--- src/rtl/ahb_pkg.sv ---
// Shared AHB-Lite master definitions:
// transfer/size encodings and the phase-register bundle.
package ahb_pkg;

  localparam logic [1:0] HTRANS_IDLE   = 2'b00;
  localparam logic [1:0] HTRANS_NONSEQ = 2'b10;

  localparam logic [2:0] HSIZE_BYTE = 3'd0;
  localparam logic [2:0] HSIZE_HALF = 3'd1;
  localparam logic [2:0] HSIZE_WORD = 3'd2;

  typedef struct packed {
    logic        valid;
    logic        err;
    logic        write;
    logic [1:0]  size;
    logic [31:0] addr;
    logic [31:0] wdata;
  } phase_t;

endpackage

--- src/rtl/ahb_lane_unit.sv ---
// Byte-lane helper: alignment check, write replication, read extraction.
// Ports: cmd_size/cmd_lsb -> cmd_err, wr_* -> wr_lanes, rd_* -> rd_data.
import ahb_pkg::*;

module ahb_lane_unit (
  input  logic [1:0]  cmd_size,
  input  logic [1:0]  cmd_lsb,
  output logic        cmd_err,
  input  logic [1:0]  wr_size,
  input  logic [31:0] wr_data,
  output logic [31:0] wr_lanes,
  input  logic [1:0]  rd_size,
  input  logic [1:0]  rd_addr,
  input  logic [31:0] hrdata,
  output logic [31:0] rd_data
);

  always_comb begin
    cmd_err = 1'b1;
    unique case (1'b1)
      (cmd_size == HSIZE_BYTE[1:0]): cmd_err = 1'b0;
      (cmd_size == HSIZE_HALF[1:0]): cmd_err = cmd_lsb[0];
      (cmd_size == HSIZE_WORD[1:0]): cmd_err = |cmd_lsb;
      default:                       cmd_err = 1'b1;
    endcase
  end

  always_comb begin
    wr_lanes = wr_data;
    unique case (1'b1)
      (wr_size == HSIZE_BYTE[1:0]): wr_lanes = {4{wr_data[7:0]}};
      (wr_size == HSIZE_HALF[1:0]): wr_lanes = {2{wr_data[15:0]}};
      default:                      wr_lanes = wr_data;
    endcase
  end

  always_comb begin
    rd_data = hrdata;
    unique case (1'b1)
      (rd_size == HSIZE_BYTE[1:0]):
        rd_data = {24'h0, hrdata[{rd_addr, 3'b000} +: 8]};
      (rd_size == HSIZE_HALF[1:0]):
        rd_data = {16'h0, hrdata[{rd_addr[1], 4'b0000} +: 16]};
      default:
        rd_data = hrdata;
    endcase
  end

endmodule

--- src/rtl/ahb_cmd_master.sv ---
// AHB-Lite master: valid/ready commands -> NONSEQ singles, in-order responses.
// Ports: HCLK/HRESETn, cmd_* stream in, rsp_* pulse out, AHB-Lite master bus.
import ahb_pkg::*;

module ahb_cmd_master (
  input  logic        HCLK,
  input  logic        HRESETn,
  input  logic        cmd_valid,
  output logic        cmd_ready,
  input  logic        cmd_write,
  input  logic [1:0]  cmd_size,
  input  logic [31:0] cmd_addr,
  input  logic [31:0] cmd_wdata,
  output logic        rsp_valid,
  output logic        rsp_write,
  output logic        rsp_err,
  output logic [31:0] rsp_rdata,
  output logic [31:0] HADDR,
  output logic [1:0]  HTRANS,
  output logic        HWRITE,
  output logic [2:0]  HSIZE,
  output logic [31:0] HWDATA,
  input  logic [31:0] HRDATA,
  input  logic        HREADY
);

  phase_t      ap;
  phase_t      dp;
  logic        acc_err;
  logic [31:0] wr_lanes;
  logic [31:0] rd_data;
  logic        unused_ok;

  assign cmd_ready = HREADY;
  // DP wdata already holds the replicated lanes, so it is the bus value.
  assign HWDATA    = dp.wdata;
  assign unused_ok = ^dp.addr[31:2];

  ahb_lane_unit u_lane (
    .cmd_size (cmd_size),
    .cmd_lsb  (cmd_addr[1:0]),
    .cmd_err  (acc_err),
    .wr_size  (ap.size),
    .wr_data  (ap.wdata),
    .wr_lanes (wr_lanes),
    .rd_size  (dp.size),
    .rd_addr  (dp.addr[1:0]),
    .hrdata   (HRDATA),
    .rd_data  (rd_data)
  );

  always_ff @(posedge HCLK or negedge HRESETn) begin
    if (!HRESETn) begin
      ap        <= '0;
      dp        <= '0;
      HADDR     <= '0;
      HTRANS    <= HTRANS_IDLE;
      HWRITE    <= 1'b0;
      HSIZE     <= HSIZE_BYTE;
      rsp_valid <= 1'b0;
      rsp_write <= 1'b0;
      rsp_err   <= 1'b0;
      rsp_rdata <= '0;
    end else if (HREADY) begin
      dp       <= ap;
      dp.wdata <= wr_lanes;
      ap.valid <= cmd_valid;
      ap.err   <= acc_err;
      ap.write <= cmd_write;
      ap.size  <= cmd_size;
      ap.addr  <= cmd_addr;
      ap.wdata <= cmd_wdata;
      // Misaligned commands ride the pipe as IDLE; the bus keeps its
      // last address-phase controls.
      if (cmd_valid && !acc_err) begin
        HTRANS <= HTRANS_NONSEQ;
        HADDR  <= cmd_addr;
        HWRITE <= cmd_write;
        HSIZE  <= {1'b0, cmd_size};
      end else begin
        HTRANS <= HTRANS_IDLE;
      end
      rsp_valid <= dp.valid;
      if (dp.valid) begin
        rsp_write <= dp.write;
        rsp_err   <= dp.err;
        rsp_rdata <= (dp.write || dp.err) ? 32'h0 : rd_data;
      end
    end else begin
      rsp_valid <= 1'b0;
    end
  end

endmodule

--- config.mk ---
export PLATFORM = sky130hd
export DESIGN_NAME = ahb_cmd_master
export DESIGN_NICKNAME = d
export VERILOG_FILES = /design/src/rtl/ahb_pkg.sv /design/src/rtl/ahb_lane_unit.sv /design/src/rtl/ahb_cmd_master.sv
export SDC_FILE = /design/constraint.sdc
export NUM_CORES = 1
export LEC_CHECK = 0
export BUFFER_PORTS_ARGS = -buffer_cell sky130_fd_sc_hd__buf_2
export CAP_MARGIN = 20
export CORE_UTILIZATION = 51
export DETAILED_ROUTE_END_ITERATION = 8
export PLACE_DENSITY = 0.81
export SYNTH_ARGS = -nofsm -noshare
export SYNTH_HDL_FRONTEND = slang
export SYNTH_SLANG_ARGS = --single-unit
--- constraint.sdc ---
create_clock -name HCLK -period 1.6 [get_ports HCLK]
set_clock_uncertainty 0.05 [all_clocks]
set_input_delay 0.08 -clock HCLK [delete_from_list [all_inputs] [get_ports HCLK]]
set_output_delay 0.08 -clock HCLK [all_outputs]
set_load 0.1 [all_outputs]
==> metrics.txt, run 1 <==
largest fanout on the critical path 75; drt pass-1 iters 5; most common cell after layout, fill and taps aside buf_2; RSZ-0062 raised after global routing false; fin cells 966; dominant cells by area after synthesis dfrtp_1, mux2_2, mux2_4, mux2i_1, buf_4; num rows 41; CTS root buffer clkbuf_16; clk sinks 149; layout cells sized above 1 46.3%; Crit Path Class primary input to output port; final wirelength 17700 µm; Remaining Overflow, GRT 0; max-slew violation count 0; Critical Path RT 1.47 ns; PortBufs 206; WL per Instance 18.4 µm; Crit path arrival time 1.42 ns; initial antenna violation count 0; fin crit period 1.55 ns; Starting Density 52.6%; setup bufs post-CTS 0; Max Fclk 0.645 GHz; Vias 5090; outcome finished, final reports clean; final hold vios 0; Startpoint Class primary input; placed instance count 832; Final GP Congestion 0.891; cell area power density 1580 nW/µm²; Final period util 96.8%; Die Area 13600 µm²; worst min path class primary input to asynchronous set/reset pin; global route hottest layer met2; IO Count 209; Synth top area share 55.7%; area leader, netlist dfrtp_1; synth-to-layout area growth 40.7%; Yosys cell types 32; maxcap violations 0; wire length of the first global-routing pass 27800 µm; antenna viol nets, final 0; Leakage 4.58 nW; Yosys reg bits 149; vias in the first global route 5463; Avg Vias per Cell 5.27; worst vdd ir 869 µV; clock-pin slew on the worst setup and hold paths 0.06 ns; critical path endpoint category output port; Inserted Diodes 0; CTS buffer count 17; CTS tree built; First DRT Iteration DRCs 491; TNS Setup 0 ns; Die H 117 µm; endpoints failing setup 0; GRT Util Overall 27.3%; Residual DRC 0; register area share after synthesis 55.7%; post-DP HPWL 10700 µm; M3 GR Usage 7.73%; Cell Area, Synth 6700 µm²; Die Wd 117 µm; clock buffer depth 2; Syn Inst Count 503; Final #Nets 884; Syn Area/Cell 13.3 µm²; most frequent cells in the layout buf_2, dfrtp_1, dlygate4sd3_1, mux2_2, mux2i_1; met1 Track Usage GR 30.0%; clock latency on the worst-skew pair 0.42 ns; Synthesis Warnings 0; H-tree levels 4; met2 Usage GRT 49.2%; largest net degree at the start of global routing 76; Core Area 12700 µm²
layer usage:
layer / routed length, µm / part of all wire (%) / up-vias
met3: 1260 / 7.1 / 42
met1: 6780 / 38 / 2483
li1: - / - / 2319
met4: 431 / 2.4 / 0
met2: 9280 / 52 / 246
met5: 0 / 0 / -
critical path, stage by stage:
cell and delay (ns):
dlygate4sd3_1 0.55, buf_4 0.20, buf_16 0.30, buf_12 0.22
worst paths after layout:
kind / from / slack (ns) / cells past startpoint / endpoint
min: HRESETn / 0.12 / 2 / HADDR[12]$_DFFE_PN0P_
max: HREADY / 0.05 / 4 / cmd_ready
max reg2reg: dp[33]$_DFFE_PN0P_ / 0.12 / 4 / rsp_rdata[6]$_DFFE_PN0P_
min reg2reg: rsp_rdata[2]$_DFFE_PN0P_ / 0.44 / 2 / rsp_rdata[2]$_DFFE_PN0P_
min in group HCLK: cmd_wdata[31] / 0.38 / 3 / ap[31]$_DFFE_PN0P_
max in group asynchronous: HRESETn / 0.72 / 3 / HWDATA[28]$_DFFE_PN0P_
state kept, by name, summed over array words and instances (netlist names):
name	flops
ap	39
HADDR	32
HWDATA	32
rsp_rdata	32
dp	7
HSIZE	2
HTRANS	1
HWRITE	1
rsp_err	1
rsp_valid	1
rsp_write	1
cell families (layout without fill, tap and decap cells):
group,Yosys count,count (layout),share of synthesized area (%)
buffers and inverters,70,360,6.80
AND/OR/NAND/NOR,61,61,4.58
AO/OA/AOI/OAI,84,84,8.65
multiplexers,138,138,24.2
other,1,2,0.0560
flip-flops,149,149,55.7
stage by stage:
stage	power [mW]	hold WS [ns]	instance area [µm²]	worst slack (ns)	utilization [%]
CTS	14.9	0.130	9410	0.0350	74.0
global placement	10.3	-0.0148	7750	0.153	60.9
finish	14.9	0.125	9420	0.0507	74.1
floorplan	9.56	-0.266	6700	0.194	-
detailed placement	10.4	-0.00603	7750	0.00524	60.9
global route	15.4	0.144	9420	0.00872	74.1
cell type report:
cell class,instances,area [µm²]
fillers,798,3300
clock buffers,23,488
flip-flops and latches,149,3730
multi-input cells,285,2520
well taps,172,215
inverters,3,11.3
repair buffers,325,2310
clock inverters,9,148
synth_stat cells:
library cell,count
a21oi_1,25
a22o_1,16
a22oi_1,8
a32oi_1,7
and2_1,1
and4bb_1,1
buf_1,3
buf_2,19
buf_4,37
buf_6,4
clkbuf_1,4
conb_1,1
dfrtp_1,149
inv_1,3
mux2_2,77
mux2_4,29
mux2i_1,32
nand2_1,19
nand2_2,1
nand3_1,1
nor2_1,17
nor2_2,1
nor2b_1,16
nor3_2,1
nor3b_2,1
o211ai_1,1
o211ai_4,1
o21ai_0,17
o21ai_2,1
o221ai_1,8
or2_2,1
or3_1,1
what timing repair did:
item / CTS / global route
hold buffers: 102 / 0
gates resized for setup: 1 / 2
hold endpoints to repair: 257 / 0
gates cloned: 0 / 0
setup endpoints to repair: 2 / 17
pin swaps: 0 / 0
power by group:
part | internal (mW) | switching [mW] | total, mW
Clock | 2.77 | 1.51 | 4.28
Combinational | 1.35 | 4.53 | 5.88
Sequential | 4.37 | 0.394 | 4.76
Total | 8.49 | 6.43 | 14.9
Note: power is estimated with default switching activity, not from simulation.
==> run 2: changes to the inputs <==
Settings changed: BUFFER_PORTS_ARGS -buffer_cell sky130_fd_sc_hd__buf_2 to unset, CORE_UTILIZATION 51 to 45, DONT_BUFFER_PORTS set to 1, PLACE_DENSITY 0.81 to 0.61.
==> run 2 against run 1 <==
- the run now ends with negative hold slack left
- fmax is 0.19% higher
- register-to-register slack worse by 0.07 ns
- sequential power hardly changed
- count of clock-buffer cells in the layout is 4 lower
- first-iteration DRC count is 51% lower
- routed wire length is 0.73% lower
- via count is 5.1% lower
- cell count is 5.3% lower
- critical endpoint is now ap[64]$_DFFE_PN0P_
- largest power group unchanged
==> metrics.txt, run 2 (synthesis results as in run 1) <==
outcome finished, violations left; failing checks negative hold slack; Leakage 4.36 nW; PortBufs 0; worst setup margin 0.0537 ns; hold slack -0.701 ns; Int Pwr 8.37 mW; highest routed layer met4; maxcap violations 0; switch share 43.2%; First DRT Iteration DRCs 240; max-slew violation count 0; Final period util 96.6%; vias in the first global route 5157; Startpoint Class flip-flop; H-tree levels 4; RSZ-0062 raised after global routing false; Vias 4832; WL met3 1070 µm; flop-to-flop setup slack 0.05 ns; drt pass-1 iters 5; Largest register FFs 39; Die H 124 µm; initial antenna violation count 0; critical path endpoint category flip-flop; Biggest register ap; IO Count 209; antenna viol nets, final 0; clock-pin slew on the worst setup and hold paths 0.06 ns; largest net degree at the start of global routing 150; reg2reg start ap[64]$_DFFE_PN0P_; Crit path arrival time 1.79 ns; final wirelength 17600 µm; clk sinks 149; WL per Instance 19.3 µm; Core Area 14500 µm²; Inserted Diodes 0; cell area power density 1560 nW/µm²; Avg Vias per Cell 5.28; Final #Nets 821; clock power share 26.4%; CTS root buffer clkbuf_16; TNS Setup 0 ns; Psw 6.38 mW; endpoints failing setup 0; wl on met1 7090 µm; final hold vios 149; Power, Total 14.8 mW; final core utilization 65.2%; Critical Path RT 1.85 ns; post-DP HPWL 9960 µm; Residual DRC 0; Starting Density 46.1%; clock buffer depth 2; Reg2Reg Depth 3; hold_buf cts 144; Die Area 15400 µm²; synth-to-layout area growth 41.5%; met2 WL 9190 µm; DP Worst Slack 0.0240 ns; wire length of the first global-routing pass 26500 µm; clock latency on the worst-skew pair 0.42 ns; Remaining Overflow, GRT 0; fillers 1106; GRT Util Overall 22.9%; CTS tree built; Die Wd 124 µm; CTS buffer count 17; Crit Path Class flip-flop to flip-flop; fin crit period 1.55 ns; largest fanout on the critical path 10; worst vdd ir 787 µV; Flop pwr share 32.4%; layout cells sized above 1 36.3%; Combinational Power Share 41.2%; num rows 44; Max Fclk 0.647 GHz; most frequent cells in the layout dfrtp_1, dlygate4sd3_1, buf_4, mux2_2, mux2i_1; most common cell after layout, fill and taps aside dfrtp_1; Final GP Congestion 0.843; worst min path class primary input to asynchronous set/reset pin; reg2reg end ap[64]$_DFFE_PN0P_
## run 2: repair_timing
action / CTS / global route
gates resized for setup: 1 / 4
gates cloned: 0 / 2
setup buffers: 0 / 0
endpoints found under the hold margin: 296 / 149
endpoints found under the setup margin: 3 / 15
## run 2: how the worst max path moves through the flow
stage                                 to          startpoint  slack, ns  cells past startpoint
4_1_cts         rsp_rdata[6]$_DFFE_PN0P_              HREADY       0.03                      5
2_1_floorplan   rsp_rdata[7]$_DFFE_PN0P_  dp[33]$_DFFE_PN0P_       0.19                      5
3_3_place_gp   rsp_rdata[23]$_DFFE_PN0P_  dp[66]$_DFFE_PN0P_       0.11                      3
5_1_grt               ap[64]$_DFFE_PN0P_  ap[64]$_DFFE_PN0P_       0.01                      3
3_5_place_dp   rsp_rdata[23]$_DFFE_PN0P_  dp[66]$_DFFE_PN0P_       0.02                      3
6_report              ap[64]$_DFFE_PN0P_  ap[64]$_DFFE_PN0P_       0.05                      3
## run 2: worst max-delay path: stages, from the launching register on
cell           delay, ns
dfrtp_1             0.41
buf_12              0.16
mux2_2              0.25
dlygate4sd3_1       0.56
## run 2: metal layers
metal	track usage, %	vias to the layer above
met5	0	-
met4	8.71	0
met3	5.77	28
met2	39.7	186
met1	27.4	2418
li1	-	2200
## run 2: per-stage QoR
step | cells | cell area, µm²
floorplan | 504 | 6700
global placement | 737 | 7410
detailed placement | 737 | 7410
CTS | 913 | 9440
global route | 915 | 9480
finish | 915 | 9480
## run 2: power by group through the flow
stage	sequential (mW)	combinational, mW	clock [mW]
after floorplan	7.19	2.36	0
after global placement	4.80	5.58	0
after detailed placement	4.83	5.62	0
after CTS	4.77	6.05	3.97
after global routing	4.85	6.28	4.13
final	4.78	6.08	3.90
## run 2: layout make-up
| class | instances | area [µm²] | area share [%] |
|---|---|---|---|
| sequential | 149 | 3730 | 39.4 |
| inverter | 3 | 11.3 | 0.119 |
| tap | 184 | 230 | 2.43 |
| clock inverter | 13 | 134 | 1.41 |
| multi-input combinational | 285 | 2530 | 26.7 |
| clock buffer | 19 | 443 | 4.67 |
| timing repair buffer | 262 | 2400 | 25.4 |
==> run 3: changes to the inputs <==
Settings changed: CORE_UTILIZATION 45 to 40, PLACE_DENSITY 0.61 to 0.55.
==> run 3 against run 2 <==
- the run still ends with negative hold slack left
- critical path depth unchanged
- combinational power about the same
- worst hold slack improved by 0.010 ns
- count of clock-buffer cells in the layout increased by 6
- critical path type unchanged
- clock power increased by 2%
- total power increased by 0.23%
- via count decreased by 0.35%
- critical endpoint unchanged
- sequential share of layout area decreased by 0.067 points
- largest power group unchanged
- global-route usage decreased by 2.3 points
- non-clock buffer count decreased by 1
- sequential cell count unchanged
- first-iteration DRC count decreased by 41%
==> metrics.txt, run 3 (synthesis results as in run 1) <==
Critical Path RT 1.85 ns; antenna viol nets, final 0; Die Area 17300 µm²; final core utilization 58.9%; Avg Vias per Cell 5.11; largest net degree at the start of global routing 150; Cell Area, Placed 7440 µm²; CTS buffer count 17; IO Count 209; TNS Setup 0 ns; final hold vios 149; Biggest register ap; Startpoint Class flip-flop; crit path buf inv count 2; Die Wd 131 µm; placed instance count 770; CTS tree built; drt pass-1 iters 4; max-slew violation count 0; First DRT Iteration DRCs 142; most common cell after layout, fill and taps aside dfrtp_1; Largest register FFs 39; largest fanout on the critical path 10; final wirelength 17200 µm; initial antenna violation count 0; setup bufs post-CTS 0; post-DP HPWL 10400 µm; Final GP Congestion 0.772; clock-pin slew on the worst setup and hold paths 0.06 ns; hold_buf cts 144; Core Area 16100 µm²; synth-to-layout area growth 41.7%; layout cells sized above 1 35.8%; clock buffer depth 2; outcome finished, violations left; num rows 46; flop-to-flop setup slack 0.07 ns; Crit path arrival time 1.77 ns; WL per Instance 18.2 µm; Reg2Reg Depth 3; hold slack -0.691 ns; endpoints failing setup 0; Vias 4815; Remaining Overflow, GRT 0; reg2reg end ap[64]$_DFFE_PN0P_; most frequent cells in the layout dfrtp_1, dlygate4sd3_1, buf_4, mux2_2, mux2i_1; Max Fclk 0.655 GHz; Power, Total 14.8 mW; fillers 1330; H-tree levels 4; worst vdd ir 821 µV; largest stage delay on the critical path 0.55 ns; CP top delay family buffers and inverters; CTS root buffer clkbuf_16; reg2reg start ap[64]$_DFFE_PN0P_; GRT Util Overall 20.6%; multi-input logic area 2530 µm²; crit-path cells buf_12 > mux2_2 > dlygate4sd3_1; PortBufs 0; post-route cell area 9490 µm²; fin cells 943; DP Worst Slack 0.0351 ns; RSZ-0062 raised after global routing false; fin crit period 1.53 ns; cell area power density 1560 nW/µm²; Crit Path Class flip-flop to flip-flop; clk sinks 149; Crit-path slowest cell dlygate4sd3_1; Starting Density 41.6%; sequential cell area 3730 µm²; Final #Nets 820; Leakage 4.35 nW; failing checks negative hold slack; Final period util 95.5%; Inserted Diodes 0; worst min path class primary input to asynchronous set/reset pin; worst setup margin 0.0728 ns; vias in the first global route 5258; Residual DRC 0; wire length of the first global-routing pass 27700 µm; maxcap violations 0; Die H 131 µm; clock latency on the worst-skew pair 0.42 ns; critical path endpoint category flip-flop
[run 3: cell count changes in the layout (fill, tap and decap cells not counted), sizes merged]
cell          delta
dlygate4sd3      +1
dlymetal6s4s     -1
clkbuf           +5
clkinv           -3
clkinvlp         -6
[run 3: worst max path at each step]
| stage | start | endpoint | slack, ns | cells past startpoint |
|---|---|---|---|---|
| detailed placement | dp[66]$_DFFE_PN0P_ | rsp_rdata[24]$_DFFE_PN0P_ | 0.04 | 3 |
| floorplan | dp[33]$_DFFE_PN0P_ | rsp_rdata[7]$_DFFE_PN0P_ | 0.19 | 5 |
| global route | ap[64]$_DFFE_PN0P_ | ap[64]$_DFFE_PN0P_ | 0.04 | 3 |
| global placement | dp[66]$_DFFE_PN0P_ | rsp_rdata[31]$_DFFE_PN0P_ | 0.12 | 3 |
| CTS | HREADY | rsp_rdata[0]$_DFFE_PN0P_ | 0.01 | 5 |
| finish | ap[64]$_DFFE_PN0P_ | ap[64]$_DFFE_PN0P_ | 0.07 | 3 |
[run 3: per-layer routing]
metal	routed length, µm	GRT usage, %	vias up	share of wire, %
met5	0	0	-	0
met4	271	7.11	0	1.6
met3	945	6.21	24	5.5
met2	9090	36.6	150	53
met1	6880	23.4	2459	40
li1	-	-	2182	-
[run 3: power breakdown]
group | internal [mW] | leakage, nW | switching, mW | total [mW]
Clock | 2.48 | 0.285 | 1.49 | 3.96
Combinational | 1.67 | 2.26 | 4.37 | 6.05
Sequential | 4.37 | 1.81 | 0.410 | 4.78
Total | 8.52 | 4.35 | 6.27 | 14.8
[run 3: area by class of cell]
class / instances / area share (%)
tap: 216 / 2.85
timing repair buffer: 261 / 25.0
inverter: 3 / 0.119
multi-input combinational: 285 / 26.7
clock inverter: 4 / 0.738
clock buffer: 25 / 5.33
sequential: 149 / 39.3
[run 3: repair_timing]
action / CTS / global route
endpoints found under the hold margin: 296 / 149
endpoints found under the setup margin: 0 / 31
resized for setup: 0 / 4
[run 3: worst register-to-register path, stage by stage (launching register included)]
cell           delay [ns]
dfrtp_1              0.40
buf_12               0.16
mux2_2               0.25
dlygate4sd3_1        0.55
